<file path="src/rtl/adc_mon_pkg.sv">
// rtl/adc_mon_pkg.sv - shared encodings and helpers for the ADC measurement sequencer
package adc_mon_pkg;

    localparam int ADC_W = 8;

    localparam logic [1:0] CH_V = 2'd0;
    localparam logic [1:0] CH_I = 2'd1;
    localparam logic [1:0] CH_T = 2'd2;

    typedef enum logic [1:0] {
        S_IDLE = 2'd0,
        S_SEL  = 2'd1,
        S_CONV = 2'd2
    } seq_state_t;

    // Next channel in the fixed V -> I -> T -> V rotation.
    function automatic logic [1:0] ch_after(input logic [1:0] ch);
        logic [1:0] nxt;
        case (ch)
            CH_V:    nxt = CH_I;
            CH_I:    nxt = CH_T;
            default: nxt = CH_V;
        endcase
        return nxt;
    endfunction

    // Enable bit of a channel; ch_en is {tmonen, imonen, vmonen}.
    function automatic logic ch_enabled(input logic [1:0] ch, input logic [2:0] ch_en);
        logic hit;
        case (ch)
            CH_V:    hit = ch_en[0];
            CH_I:    hit = ch_en[1];
            CH_T:    hit = ch_en[2];
            default: hit = 1'b0;
        endcase
        return hit;
    endfunction

endpackage

</file>
<file path="src/rtl/adc_seq_timer.sv">
// rtl/adc_seq_timer.sv - loadable down-counter shared by mux settling and conversion timeout
module adc_seq_timer #(
    parameter int W = 8
) (
    input  logic         clk,
    input  logic         rst,
    input  logic         load,
    input  logic [W-1:0] load_val,
    output logic         zero
);

    logic [W-1:0] cnt;

    // Count down to zero and park there until the next load.
    always_ff @(posedge clk or posedge rst) begin
        if (rst) begin
            cnt <= '0;
        end else if (load) begin
            cnt <= load_val;
        end else if (cnt != '0) begin
            cnt <= cnt - W'(1);
        end
    end

    assign zero = (cnt == '0);

endmodule

</file>
<file path="src/rtl/adc_mon_seq.sv">
// rtl/adc_mon_seq.sv - round-robin sequencer sharing the charger ADC across V, I and T
module adc_mon_seq
    import adc_mon_pkg::*;
#(
    parameter int SETTLE_CYC   = 4,
    parameter int CONV_TIMEOUT = 64
) (
    input  logic             clk,
    input  logic             rst,
    input  logic             en,
    input  logic             vmonen,
    input  logic             imonen,
    input  logic             tmonen,
    output logic [1:0]       adc_sel,
    output logic             adc_start,
    input  logic             adc_done,
    input  logic [ADC_W-1:0] adc_data,
    output logic [ADC_W-1:0] vbat,
    output logic [ADC_W-1:0] ibat,
    output logic [ADC_W-1:0] tbat,
    output logic             vtok,
    output logic             adc_err,
    inout  wire              dvdd,
    inout  wire              dgnd
);

    localparam logic [7:0] SETTLE_LD = 8'(SETTLE_CYC - 1);
    localparam logic [7:0] CONV_LD   = 8'(CONV_TIMEOUT - 1);

    seq_state_t state;
    seq_state_t next_state;

    logic [1:0] ptr;
    logic       rr_armed;
    logic [2:0] ch_en;
    logic [1:0] scan0;
    logic [1:0] scan1;
    logic [1:0] scan2;
    logic [1:0] pick_ch;
    logic       pick_ok;
    logic       conv_ok;
    logic       conv_to;
    logic       timer_load;
    logic [7:0] timer_val;
    logic       timer_zero;
    logic [2:0] ch_valid;

    // Supply pins are only carried through the hierarchy; fold them into a named sink.
    logic unused_supply;
    assign unused_supply = &{1'b0, dvdd, dgnd};

    assign ch_en   = {tmonen, imonen, vmonen};
    assign adc_sel = ptr;

    // Round-robin pick: after reset scan V,I,T; afterwards scan ptr+1, ptr+2, then ptr itself.
    always_comb begin
        scan0   = rr_armed ? ch_after(ptr) : CH_V;
        scan1   = ch_after(scan0);
        scan2   = ch_after(scan1);
        pick_ch = scan0;
        pick_ok = 1'b1;
        if (ch_enabled(scan0, ch_en)) begin
            pick_ch = scan0;
        end else if (ch_enabled(scan1, ch_en)) begin
            pick_ch = scan1;
        end else if (ch_enabled(scan2, ch_en)) begin
            pick_ch = scan2;
        end else begin
            pick_ok = 1'b0;
        end
    end

    // Next-state logic; a low enable aborts from any state, done beats timeout.
    always_comb begin
        next_state = state;
        conv_ok    = 1'b0;
        conv_to    = 1'b0;
        case (state)
            S_IDLE: begin
                if (en && pick_ok) begin
                    next_state = S_SEL;
                end
            end
            S_SEL: begin
                if (!en) begin
                    next_state = S_IDLE;
                end else if (timer_zero) begin
                    next_state = S_CONV;
                end
            end
            S_CONV: begin
                if (!en) begin
                    next_state = S_IDLE;
                end else if (adc_done) begin
                    conv_ok    = 1'b1;
                    next_state = pick_ok ? S_SEL : S_IDLE;
                end else if (timer_zero) begin
                    conv_to    = 1'b1;
                    next_state = pick_ok ? S_SEL : S_IDLE;
                end
            end
            default: begin
                next_state = S_IDLE;
            end
        endcase
    end

    // Every state entry reloads the shared timer with that state's budget.
    assign timer_load = (next_state != state);
    assign timer_val  = (next_state == S_SEL) ? SETTLE_LD : CONV_LD;

    adc_seq_timer #(
        .W(8)
    ) u_timer (
        .clk      (clk),
        .rst      (rst),
        .load     (timer_load),
        .load_val (timer_val),
        .zero     (timer_zero)
    );

    // State register.
    always_ff @(posedge clk or posedge rst) begin
        if (rst) begin
            state <= S_IDLE;
        end else begin
            state <= next_state;
        end
    end

    // Latch the picked channel on SEL entry and pulse start on CONV entry.
    always_ff @(posedge clk or posedge rst) begin
        if (rst) begin
            ptr       <= CH_V;
            rr_armed  <= 1'b0;
            adc_start <= 1'b0;
        end else begin
            adc_start <= (next_state == S_CONV) && (state != S_CONV);
            if ((next_state == S_SEL) && (state != S_SEL)) begin
                ptr      <= pick_ch;
                rr_armed <= 1'b1;
            end
        end
    end

    // Capture the converted sample into the register of the channel being measured.
    always_ff @(posedge clk or posedge rst) begin
        if (rst) begin
            vbat <= '0;
            ibat <= '0;
            tbat <= '0;
        end else if (conv_ok) begin
            case (ptr)
                CH_V:    vbat <= adc_data;
                CH_I:    ibat <= adc_data;
                default: tbat <= adc_data;
            endcase
        end
    end

    // Per-channel validity, sticky timeout flag and the registered voltage/temperature ok.
    always_ff @(posedge clk or posedge rst) begin
        if (rst) begin
            ch_valid <= '0;
            adc_err  <= 1'b0;
            vtok     <= 1'b0;
        end else begin
            vtok <= en & ch_valid[CH_V] & ch_valid[CH_T] & ~adc_err;
            if (!en) begin
                ch_valid <= '0;
                adc_err  <= 1'b0;
            end else if (conv_ok) begin
                ch_valid[ptr] <= 1'b1;
            end else if (conv_to) begin
                ch_valid[ptr] <= 1'b0;
                adc_err       <= 1'b1;
            end
        end
    end

endmodule

</file>
<file path="config.mk">
export PLATFORM = sky130hd
export DESIGN_NAME = adc_mon_seq
export DESIGN_NICKNAME = d
export VERILOG_FILES = /design/src/rtl/adc_mon_pkg.sv /design/src/rtl/adc_seq_timer.sv /design/src/rtl/adc_mon_seq.sv
export SDC_FILE = /design/constraint.sdc
export NUM_CORES = 1
export LEC_CHECK = 0
export CORE_MARGIN = 2
export CORE_UTILIZATION = 40
export CTS_CLUSTER_DIAMETER = 60
export DETAILED_ROUTE_END_ITERATION = 16
export GPL_ROUTABILITY_DRIVEN = 0
export PLACE_DENSITY = 0.68
export SLEW_MARGIN = 0
export SYNTH_ARGS = -nofsm -noshare
export SYNTH_HDL_FRONTEND = slang
export SYNTH_SLANG_ARGS = --single-unit
</file>
<file path="constraint.sdc">
create_clock -name clk -period 4.95 [get_ports clk]
set_input_delay 0.495 -clock clk [delete_from_list [all_inputs] [get_ports clk]]
set_output_delay 0.495 -clock clk [all_outputs]
set_load 0.01 [all_outputs]
</file>
==> flow_summary.ini <==
[sta]
fin_skew_ns = 0.008575
totalNegativeSetupSlack_ns = 0
hold_violations = 0
setup_viol = 0
slew_violations = 0
tightestPinTransition_ns = 0.7327
fmax_mhz = 443.8
min_period_ns = 2.253
worst_slack_ns = 2.697
rsz0062_at_grt = false
untimed_endpoints = 2
max_slew_margin_pct = 50.93
period_share_pct = 45.52

[synth]
syn-cell-area_mm2 = 0.001954
netlist.area_leader.share_pct = 53.78
synth_edf_count = 0
synthDistinctLibCells = 45
synth_area_leaders = dfrtp_1, mux2_2, mux2_4
async_flop_share_pct = 100.0
synth_nets = 171
syn-instance-count = 153
synth_top_flop_cell = dfrtp_1
postSynthAreaPerCell_um2 = 12.77
synth_seq_cells = 42
netlist.top_cell.by_area = dfrtp_1
ys_warn_count = 0
yosysSeqAreaShare_pct = 53.78

[power_and_ir_drop]
p_leak_nw = 1.139
powerDensity_mw_per_mm2 = 369.9
vdd_drop_max_mv = 0.2406

[global_routing]
grt_pass1_vias = 1474
grt_pass1_wl_um = 6989
grt_antenna_before_repair = 0
grt_max_degree = 43
grt_overflow = 0
grt_use_total_pct = 16.60

[die]
die_area_mm2 = 0.005461
fp.dieW_um = 73.90
dieHeight_um = 73.90
core_mm2 = 0.004723
boundaryPins = 46
start_util_pct = 41.38
fp-row-count = 25

[critical_path]
crit_family = simple AND/OR/NAND/NOR gates
worstSetupStartpointType = input port
cp-end-kind = flip-flop
crit_cells = 5
cpPeakStageDelay_ns = 0.61
cp_data_required_time_ns = 5.13
reg2reg_depth = 6
crit_fanout = 9
critPathLaunch = en
cp-endpoint = vbat[2]
rrSetupSlack_ns = 2.74
critPathSlowestCell = clkdlybuf4s50_1
arrival_ns = 2.43
critical_path.cell_chain = clkdlybuf4s50_1, and2b_1, nand3_2, or3_1, mux2_4
r2r_end = u_timer.cnt[3]
path_buf_inv = 1
r2r_start = u_timer.cnt[0]
worstSetupPathType = input port to flip-flop

[clock_tree]
cts_root_buf = clkbuf_8
cts_num_sinks = 42
cts_resized = 0
clk_latency_ns = 0.29
htree_levels = 2
cts_tree = yes
ctsHoldBuffers = 0
clkTransAtPathRegs_ns = 0.08
clockBufferDepth = 2
cts_setup_buffers = 0
numCtsBuffers = 5

[layout]
drive_above_1_share_pct = 20.40
fin_nets = 218
diodes = 0
syn_to_final_growth_pct = 31.37
n_fill_cell = 398

[route]
viasPerCell = 5.168
antenna_left = 0
drc_errors = 0
wl_um = 3940
num_vias = 1385
wl_per_cell_um = 14.70
dr.pass1.iters = 4
drtIter0Drc = 78

[min_path]
hold_class = flip-flop to flip-flop
hp-start = adc_err

[place]
dp_slack_ns = 2.383
dpl.hpwl_um = 2941
port-buffer-count = 43

[run]
max_cap_viol_count = 0

[run_status]
status = completed
logic make-up (layout without fill, tap and decap cells):
group / after synthesis / count (layout) / synth area share (%)
muxes: 27 / 27 / 16.97
DFF: 42 / 42 / 53.78
and+or+nand+nor: 46 / 46 / 16.26
xor gates and xnor gates: 4 / 4 / 1.792
AOI/OAI and AO/OA: 25 / 25 / 8.835
buffers and inverters: 8 / 56 / 1.728
adders and majority gates: 1 / 1 / 0.6401
area by class of cell:
type / count / area (um2) / share of cell area [%]
inverters: 4 / 15.01 / 0.5848
well taps: 67 / 83.83 / 3.265
clock buffers: 6 / 72.57 / 2.827
repair buffers: 44 / 437.9 / 17.06
multi-input cells: 103 / 869.6 / 33.87
flip-flops and latches: 42 / 1051 / 40.94
clock inverters: 2 / 37.54 / 1.462
synth_stat cells, drive strengths merged, types with 2 or more instances:
library cell  instances
dfrtp                42
inv                   4
or4                   2
o21ai                 5
o31ai                 2
mux2                 25
or3                   3
nor4                  3
clkbuf                3
nor2                  9
o21a                  6
nor3b                 5
nor3                  4
a21oi                 4
nand2                 7
xnor2                 4
nand3                 2
mux2i                 2
nand2b                3
flip-flops by register name, summed over array words and instances, names as in the netlist:
| signal | cells |
|---|---|
| ibat | 8 |
| ch_valid | 2 |
| adc_sel | 2 |
| state | 2 |
| vtok | 1 |
| adc_err | 1 |
| adc_start | 1 |
| tbat | 8 |
| u_timer.cnt | 8 |
| vbat | 8 |
| rr_armed | 1 |
where the power goes:
part           internal (mW)  switching, mW
clock network          0.150          0.115
registers              0.383         0.0698
logic                  0.127          0.104
worst min-delay path by stage:
stage               end  cells after the start
2_1_floorplan  rr_armed                      1
3_3_place_gp       vtok                      1
3_5_place_dp       vtok                      1
4_1_cts            vtok                      1
5_1_grt            vtok                      1
6_report           vtok                      1
stage by stage:
step | cell area (um2) | util, % | power [mW] | hold slack [ns] | cells
after CTS | 2567 | 54.36 | 0.9583 | 0.4685 | 268
after floorplan | 1954 | - | 0.6051 | 0.4508 | 153
after global routing | 2567 | 54.36 | 1.010 | 0.4794 | 268
after global placement | 2457 | 52.03 | 0.6738 | 0.4438 | 260
after detailed placement | 2457 | 52.03 | 0.6919 | 0.4543 | 260
final | 2567 | 54.36 | 0.9498 | 0.4647 | 268
metal layers:
metal / part of all wire (%) / vias to the layer above / track usage [%]
met3: 5.6 / 5 / 3.704
met2: 48 / 50 / 27.88
li1: - / 655 / -
met5: 0 / - / 0
met4: 1.0 / 0 / 4.848
met1: 45 / 675 / 21.57
cells in the final DEF (no fill, tap or decap), drive strengths merged, types with 5 or more instances in the layout:
cell type      count
o21a               6
dfrtp             42
clkbuf             6
nor2               9
nor3b              5
mux2              25
nand2              7
clkdlybuf4s50     43
o21ai              5
worst register-to-register path, stage by stage (launching register included):
cell and delay (ns):
dfrtp_1 0.46, inv_1 0.09, ha_1 0.31, nor3b_1 0.30, nand2_1 0.13, a31oi_1 0.63
o21a_1 0.22
Power figures use the tool's default switching activity.
